File: src/rtl/mem_pkg.sv
// Shared types and constants for the two-requester memory arbiter.
package mem_pkg;

    localparam int DATA_W_DEF = 32;
    localparam int ADDR_W_DEF = 32;

    localparam logic ID_M0 = 1'b0;
    localparam logic ID_M1 = 1'b1;

    typedef enum logic [1:0] {
        ST_IDLE   = 2'd0,
        ST_ACCESS = 2'd1,
        ST_RESP   = 2'd2
    } state_t;

endpackage

File: src/rtl/rr_arb2.sv
// Two-input round-robin arbiter with a last-grant pointer and one-hot grant.
module rr_arb2
    import mem_pkg::*;
(
    input  logic       clk,
    input  logic       rst,
    input  logic [1:0] valid,
    input  logic       update,
    output logic [1:0] grant
);

    logic last;

    // On a tie the requester that was not granted last wins.
    always_comb begin
        grant = 2'b00;
        if (valid == 2'b11) begin
            grant = (last == ID_M1) ? 2'b01 : 2'b10;
        end else begin
            grant = valid;
        end
    end

    // Pointer starts at m1 so m0 wins the first tie.
    always_ff @(posedge clk) begin
        if (rst) begin
            last <= ID_M1;
        end else if (update && (grant != 2'b00)) begin
            last <= grant[1];
        end
    end

endmodule

File: src/rtl/mem_arbiter.sv
// Arbitrates two requesters onto one single-port RAM, one access per 3 cycles.
//
// state     | meaning
// ----------+------------------------------------------------------------
// ST_IDLE   | waiting; grants and latches one request when any is valid
// ST_ACCESS | drives the latched access to the RAM, captures read data
// ST_RESP   | pulses rsp_valid to the granted requester
module mem_arbiter
    import mem_pkg::*;
#(
    parameter int DATA_W = DATA_W_DEF,
    parameter int ADDR_W = ADDR_W_DEF
) (
    input  logic              clk,
    input  logic              rst,
    input  logic              m0_req_valid,
    output logic              m0_req_ready,
    input  logic              m0_req_we,
    input  logic [ADDR_W-1:0] m0_req_addr,
    input  logic [DATA_W-1:0] m0_req_wdata,
    output logic              m0_rsp_valid,
    output logic [DATA_W-1:0] m0_rsp_rdata,
    input  logic              m1_req_valid,
    output logic              m1_req_ready,
    input  logic              m1_req_we,
    input  logic [ADDR_W-1:0] m1_req_addr,
    input  logic [DATA_W-1:0] m1_req_wdata,
    output logic              m1_rsp_valid,
    output logic [DATA_W-1:0] m1_rsp_rdata,
    output logic              ram_rw,
    output logic [ADDR_W-1:0] ram_addr,
    output logic [DATA_W-1:0] ram_wdata,
    input  logic [DATA_W-1:0] ram_rdata
);

    state_t            state;
    state_t            state_nxt;
    logic [1:0]        grant;
    logic              accept;
    logic              lat_we;
    logic              lat_id;
    logic [ADDR_W-1:0] lat_addr;
    logic [DATA_W-1:0] lat_wdata;
    logic [DATA_W-1:0] rdata_q;

    // Outputs are forced low while rst is high so an aborted access cannot write or respond.
    assign accept = (state == ST_IDLE) && !rst && (m0_req_valid || m1_req_valid);

    rr_arb2 u_arb (
        .clk    (clk),
        .rst    (rst),
        .valid  ({m1_req_valid, m0_req_valid}),
        .update (accept),
        .grant  (grant)
    );

    assign ram_addr  = lat_addr;
    assign ram_wdata = lat_wdata;

    // State register.
    always_ff @(posedge clk) begin
        if (rst) begin
            state <= ST_IDLE;
        end else begin
            state <= state_nxt;
        end
    end

    // Next-state and output decode.
    always_comb begin
        state_nxt    = state;
        m0_req_ready = 1'b0;
        m1_req_ready = 1'b0;
        m0_rsp_valid = 1'b0;
        m1_rsp_valid = 1'b0;
        m0_rsp_rdata = '0;
        m1_rsp_rdata = '0;
        ram_rw       = 1'b0;
        case (state)
            ST_IDLE: begin
                m0_req_ready = accept && grant[0];
                m1_req_ready = accept && grant[1];
                if (accept) begin
                    state_nxt = ST_ACCESS;
                end
            end
            ST_ACCESS: begin
                ram_rw    = lat_we && !rst;
                state_nxt = ST_RESP;
            end
            ST_RESP: begin
                if (!rst) begin
                    if (lat_id == ID_M0) begin
                        m0_rsp_valid = 1'b1;
                        m0_rsp_rdata = lat_we ? '0 : rdata_q;
                    end else begin
                        m1_rsp_valid = 1'b1;
                        m1_rsp_rdata = lat_we ? '0 : rdata_q;
                    end
                end
                state_nxt = ST_IDLE;
            end
            default: state_nxt = ST_IDLE;
        endcase
    end

    // Request latch on accept and read-data capture during a read access.
    always_ff @(posedge clk) begin
        if (rst) begin
            lat_we    <= 1'b0;
            lat_id    <= ID_M0;
            lat_addr  <= '0;
            lat_wdata <= '0;
            rdata_q   <= '0;
        end else begin
            if (accept) begin
                lat_id    <= grant[1];
                lat_we    <= grant[1] ? m1_req_we    : m0_req_we;
                lat_addr  <= grant[1] ? m1_req_addr  : m0_req_addr;
                lat_wdata <= grant[1] ? m1_req_wdata : m0_req_wdata;
            end
            if ((state == ST_ACCESS) && !lat_we) begin
                rdata_q <= ram_rdata;
            end
        end
    end

endmodule

File: config.mk
export PLATFORM = sky130hd
export DESIGN_NAME = mem_arbiter
export DESIGN_NICKNAME = d
export VERILOG_FILES = /design/src/rtl/mem_pkg.sv /design/src/rtl/rr_arb2.sv /design/src/rtl/mem_arbiter.sv
export SDC_FILE = /design/constraint.sdc
export NUM_CORES = 1
export LEC_CHECK = 0
export CAP_MARGIN = 10
export CORE_AREA = 2 2 117 119
export CTS_BUF_LIST = sky130_fd_sc_hd__clkbuf_8
export CTS_CLUSTER_SIZE = 25
export DETAILED_ROUTE_END_ITERATION = 6
export DIE_AREA = 0 0 119 121
export PLACE_DENSITY = 0.78
export SLEW_MARGIN = 5
export SYNTH_ARGS = -nofsm -noshare
export SYNTH_HDL_FRONTEND = slang
export SYNTH_SLANG_ARGS = --single-unit
File: constraint.sdc
create_clock -name clk -period 6.35 [get_ports clk]
set_input_delay 1.905 -clock clk [delete_from_list [all_inputs] [get_ports clk]]
set_output_delay 1.905 -clock clk [all_outputs]
set_load 0.01 [all_outputs]
* Yosys cells after proc, flatten, opt, wreduce, memory -nomap -nowiden
Cells that the tools add are included.
** Word-level totals
- Bits in latches :: 0
- Flip-flop bits (word level) :: 101
- Input bits :: 166
- Logic and storage cells :: 46
- Memories :: 0
- RAM bits :: 0
- Memory bits (read-only) :: 0
** Cells by class
- Multiply operators :: 0
- $lt $le $gt $ge :: 0
- Reductions and logical operators :: 12
- Equal/unequal tests :: 4
- Multiplexer cells :: 23
- Bitwise gates (word level) :: 0
- Div/mod/pow operators :: 0
- Shifts and indexed selects :: 0
- $add $sub $neg :: 0
** Operator list (count)
- $mux W32 :: 9
- $mux W1 :: 10
- $logic_and A1 B1 Y1 :: 7
- $mux W2 :: 3
- $eq A2 B2 Y1 const B :: 2
- $pmux W2 S2 :: 1
- $eq A2 B1 Y1 const B :: 1
- $logic_not A1 Y1 :: 2
- $logic_not A2 Y1 :: 1
- $ne A2 B2 Y1 const B :: 1
- $reduce_bool A2 Y1 :: 1
- $logic_or A1 B1 Y1 :: 1

* Logic depth before layout (Yosys ltp)
- Depth in word-level cells :: 5
- Depth in mapped cells :: 6

* Modules after synthesis
From an unflattened synthesis, not the netlist that was laid out.
** Second synthesis, totals
- Cells, all modules :: 535
- Area, all modules :: 4937.2 µm²
** By module, submodules not included
- mem_arbiter :: sequential area each 2001.9 µm², times used 1, area an instance 4875.9 µm², cells each 528
- rr_arb2 :: sequential area each 20.0 µm², times used 1, area an instance 61.3 µm², cells each 7

* Worst setup path before layout
No wires, ideal clock.
- Kind :: input -> output
- Start :: input port rst
- End :: output port m1_rsp_rdata[10]
- Data arrival time :: 2.879 ns
- Path buffers :: 1
- Cell stages on the path :: 4
- Path slack :: 1.566 ns
- Cell sequence :: or3b_1 > nor3_2 > clkbuf_2 > and2_1
** On the way
- Cells in the longest elaborated chain, start to end :: 2
** RTL lines
- from (decl) :: RTL line mem_arbiter.sv:15 : input logic rst,
- $mux W32 :: RTL line mem_arbiter.sv:92 : if (!rst) begin
- $mux W32 :: RTL line mem_arbiter.sv:79 : case (state)
- to (decl) :: RTL line mem_arbiter.sv:29 : output logic [DATA_W-1:0] m1_rsp_rdata,
Every way passes these cells.

* Worst setup path after layout
- Start :: input port rst
- End :: output port m0_rsp_rdata[27]
** On the way
- Cells in the longest elaborated chain, start to end :: 2
** RTL lines
- $mux W32 :: RTL line mem_arbiter.sv:92
- $mux W32 :: RTL line mem_arbiter.sv:79
- to (decl) :: RTL line mem_arbiter.sv:22 : output logic [DATA_W-1:0] m0_rsp_rdata,
Every way passes these cells.

==> results.toml <==
[status]
outcome = "complete, no violations"

[clock_tree]
cts-buffers-inserted = 9
ctsResizeCount = 0
cts-hold-fix-buffers = 0
cts_tree = "built"
cts_sinks = 101
clock_latency_ns = 0.37
clock-root-buffer = "clkbuf_8"
postCtsSetupRepairBufs = 0
clk_pin_slew_ns = 0.10
clockBufferDepth = 2
h-tree-depth = 3

[setup_path]
worst_setup_path_start_kind = "primary input"
cp_cell_sequence = "buf_2 -> or3b_1 -> nor3_2 -> buf_4 -> and2_1 -> clkdlybuf4s50_1"
required_ns = 4.45
crit_path_top_delay_cell = "clkdlybuf4s50_1"
rrSetupSlack_ns = 4.12
crit_family = "buffers and inverters"
r2r_end = "ram_addr[2]"
setup.worst_path.start = "rst"
cpPeakStageDelay_ns = 0.54
reg2reg_depth = 4
crit_buf_inv = 3
criticalPathCategory = "in2out"
crit_fanout = 32
rr_startpoint = "state[1]"
cp-end-kind = "output pin"
critPathArrivalTime_ns = 3.60
cp.depth = 6

[placed_design]
hpwl_mm = 12.2
io_buffers = 298
gp_congestion = 0.833

[hold_path]
holdCritStartpoint = "rdata_q[4]"
hp-class = "reg2reg"
hold_path_end = "rdata_q[4]"
hold_path_depth = 2

[power]
peakVddDrop_mv = 0.115
power.total_mw = 1.52
p_per_area_nw_per_um2 = 194
power_leakage_nw = 2.82

[floorplan]
ios = 299
start_util_pct = 35.1
dieArea_um2 = 14400
dieWidth_um = 119
die_h_um = 121
fp-row-count = 42
fp.coreArea_um2 = 13100

[finish]
antenna_cells = 0
seq_area_um2 = 2020
multiInputGateArea_um2 = 2280
nNetsFinal = 982
nFillCells = 1122
layout-drive-gt1-share_pct = 4.38
area_delta_synth_final_pct = 70.6

[detailed_routing]
drc = 0
via_per_inst = 5.33
drt_wl_total_mm = 16.9
ant_nets = 0
vias = 5310
drt_iter0_drc = 276
wl_per_cell_um = 17.0
drtPass1Iterations = 5

[sta]
worst-slew-pin-transition_ns = 1.00
finalSetupViolCount = 0
finalClockSkew_ns = 0.00981
max_freq_mhz = 181
period_share_pct = 86.8
post-route-min-period_ns = 5.51
setup_tns_ns = 0
slew_headroom_pct = 33.3
hold_violations = 0
rsz0062_at_grt = "false"
final_max_slew_viol_count = 0

[yosys]
netlist_area_um2 = 4590
synthCells = 559
synth_area_per_cell_um2 = 8.21
syn_nets = 725
yosys.cell_types.count = 27
ys_seq_area_share_pct = 44.1
yosys_warnings = 0
ys_seq_elements = 101

[global_route]
antenna_found_initial = 0
grt_max_degree = 98
grt_overflow = 0
grt_usage_pct = 22.7
grt_pass1_vias = 5047
grt_first_pass_wirelength_mm = 26.3

[job]
drv_cap = 0
==> layout by cell type (no fill, tap or decap), types with 2 or more instances in the layout <==
master,count
inv_6,2
clkdlybuf4s50_1,297
and2_1,66
nand3_1,41
and3_1,25
nand4_1,41
a31oi_1,41
a21oi_1,33
nand2_1,64
nor2_1,2
clkbuf_8,10
a221o_1,24
dfxtp_1,101
bufinv_16,2
nor3_2,2
inv_1,2
buf_4,12
o21ai_0,41
==> per-stage QoR <==
step	cell area [um^2]	hold WS (ns)	utilization, %	worst slack, ns	cells
floorplan	4590	0.431	-	1.57	559
global placement	7600	0.450	58.1	0.909	981
detailed placement	7600	0.461	58.1	0.872	981
CTS	7830	0.475	59.8	0.832	997
global route	7830	0.503	59.8	0.751	997
finish	7830	0.472	59.8	0.840	997
==> tightest hold or removal path, cell delays in order, from the launching register on <==
cell and delay (ns):
dfxtp_1 0.33, nand2_1 0.05, a21oi_1 0.05
==> kinds of logic (layout without fill, tap and decap cells) <==
kind of cell | after synthesis | in the layout | synth area share (%)
AO/OA/AOI/OAI | 142 | 142 | 19.4
AND/OR/NAND/NOR | 250 | 250 | 29.8
flip-flops | 101 | 101 | 44.1
buffers and inverters | 66 | 328 | 6.65
==> how the worst max path moves through the flow <==
stage                                   to  slack [ns]
after floorplan           m1_rsp_rdata[10]        1.57
after global placement    m1_rsp_rdata[28]        0.91
after detailed placement  m1_rsp_rdata[26]        0.87
after CTS                 m0_rsp_rdata[27]        0.83
after global routing      m0_rsp_rdata[27]        0.75
final                     m0_rsp_rdata[27]        0.84
==> cell usage after synthesis <==
library cell,instances,area [um^2]
a21boi_0,1,7.51
a21o_1,1,7.51
a21oi_1,33,165
a221o_1,24,240
a31oi_1,41,257
and2_1,66,413
and3_1,25,156
buf_2,16,80.1
buf_6,4,45.0
clkbuf_1,38,143
clkbuf_2,6,30.0
dfxtp_1,101,2020
inv_1,2,7.51
nand2_1,64,240
nand2b_1,1,6.26
nand3_1,41,205
nand4_1,41,257
nor2_1,3,11.3
nor3_1,1,5.00
nor3_2,2,20.0
nor3_4,1,16.3
nor3b_1,2,15.0
o21ai_0,41,205
o21ba_1,1,10.0
or2_1,1,6.26
or3b_1,1,8.76
or3b_2,1,8.76
==> final cells by class <==
class	count	share of cell area [%]
inverter	2	0.0959
clock buffer	10	1.76
multi-input combinational	392	29.1
clock inverter	6	1.20
sequential	101	25.8
tap	176	2.81
timing repair buffer	310	39.2
==> state kept, by name (all words and copies together), names as in the netlist <==
register	cells
lat_id	1
lat_we	1
ram_addr	32
ram_wdata	32
rdata_q	32
state	2
u_arb.last	1
==> power breakdown <==
part	switching [mW]	leakage, nW	internal (mW)
combinational	0.154	1.88	0.190
sequential	0.0309	0.827	0.680
clock	0.231	0.113	0.236
total	0.416	2.82	1.11
==> layer usage <==
layer | track usage (%) | vias up | share of wire, %
met5 | 0 | - | 0
met4 | 10.4 | 0 | 3.2
met3 | 6.20 | 36 | 8.5
met2 | 39.2 | 265 | 49
met1 | 26.3 | 2482 | 40
li1 | - | 2527 | -
Note: power is estimated with default switching activity, not from simulation.
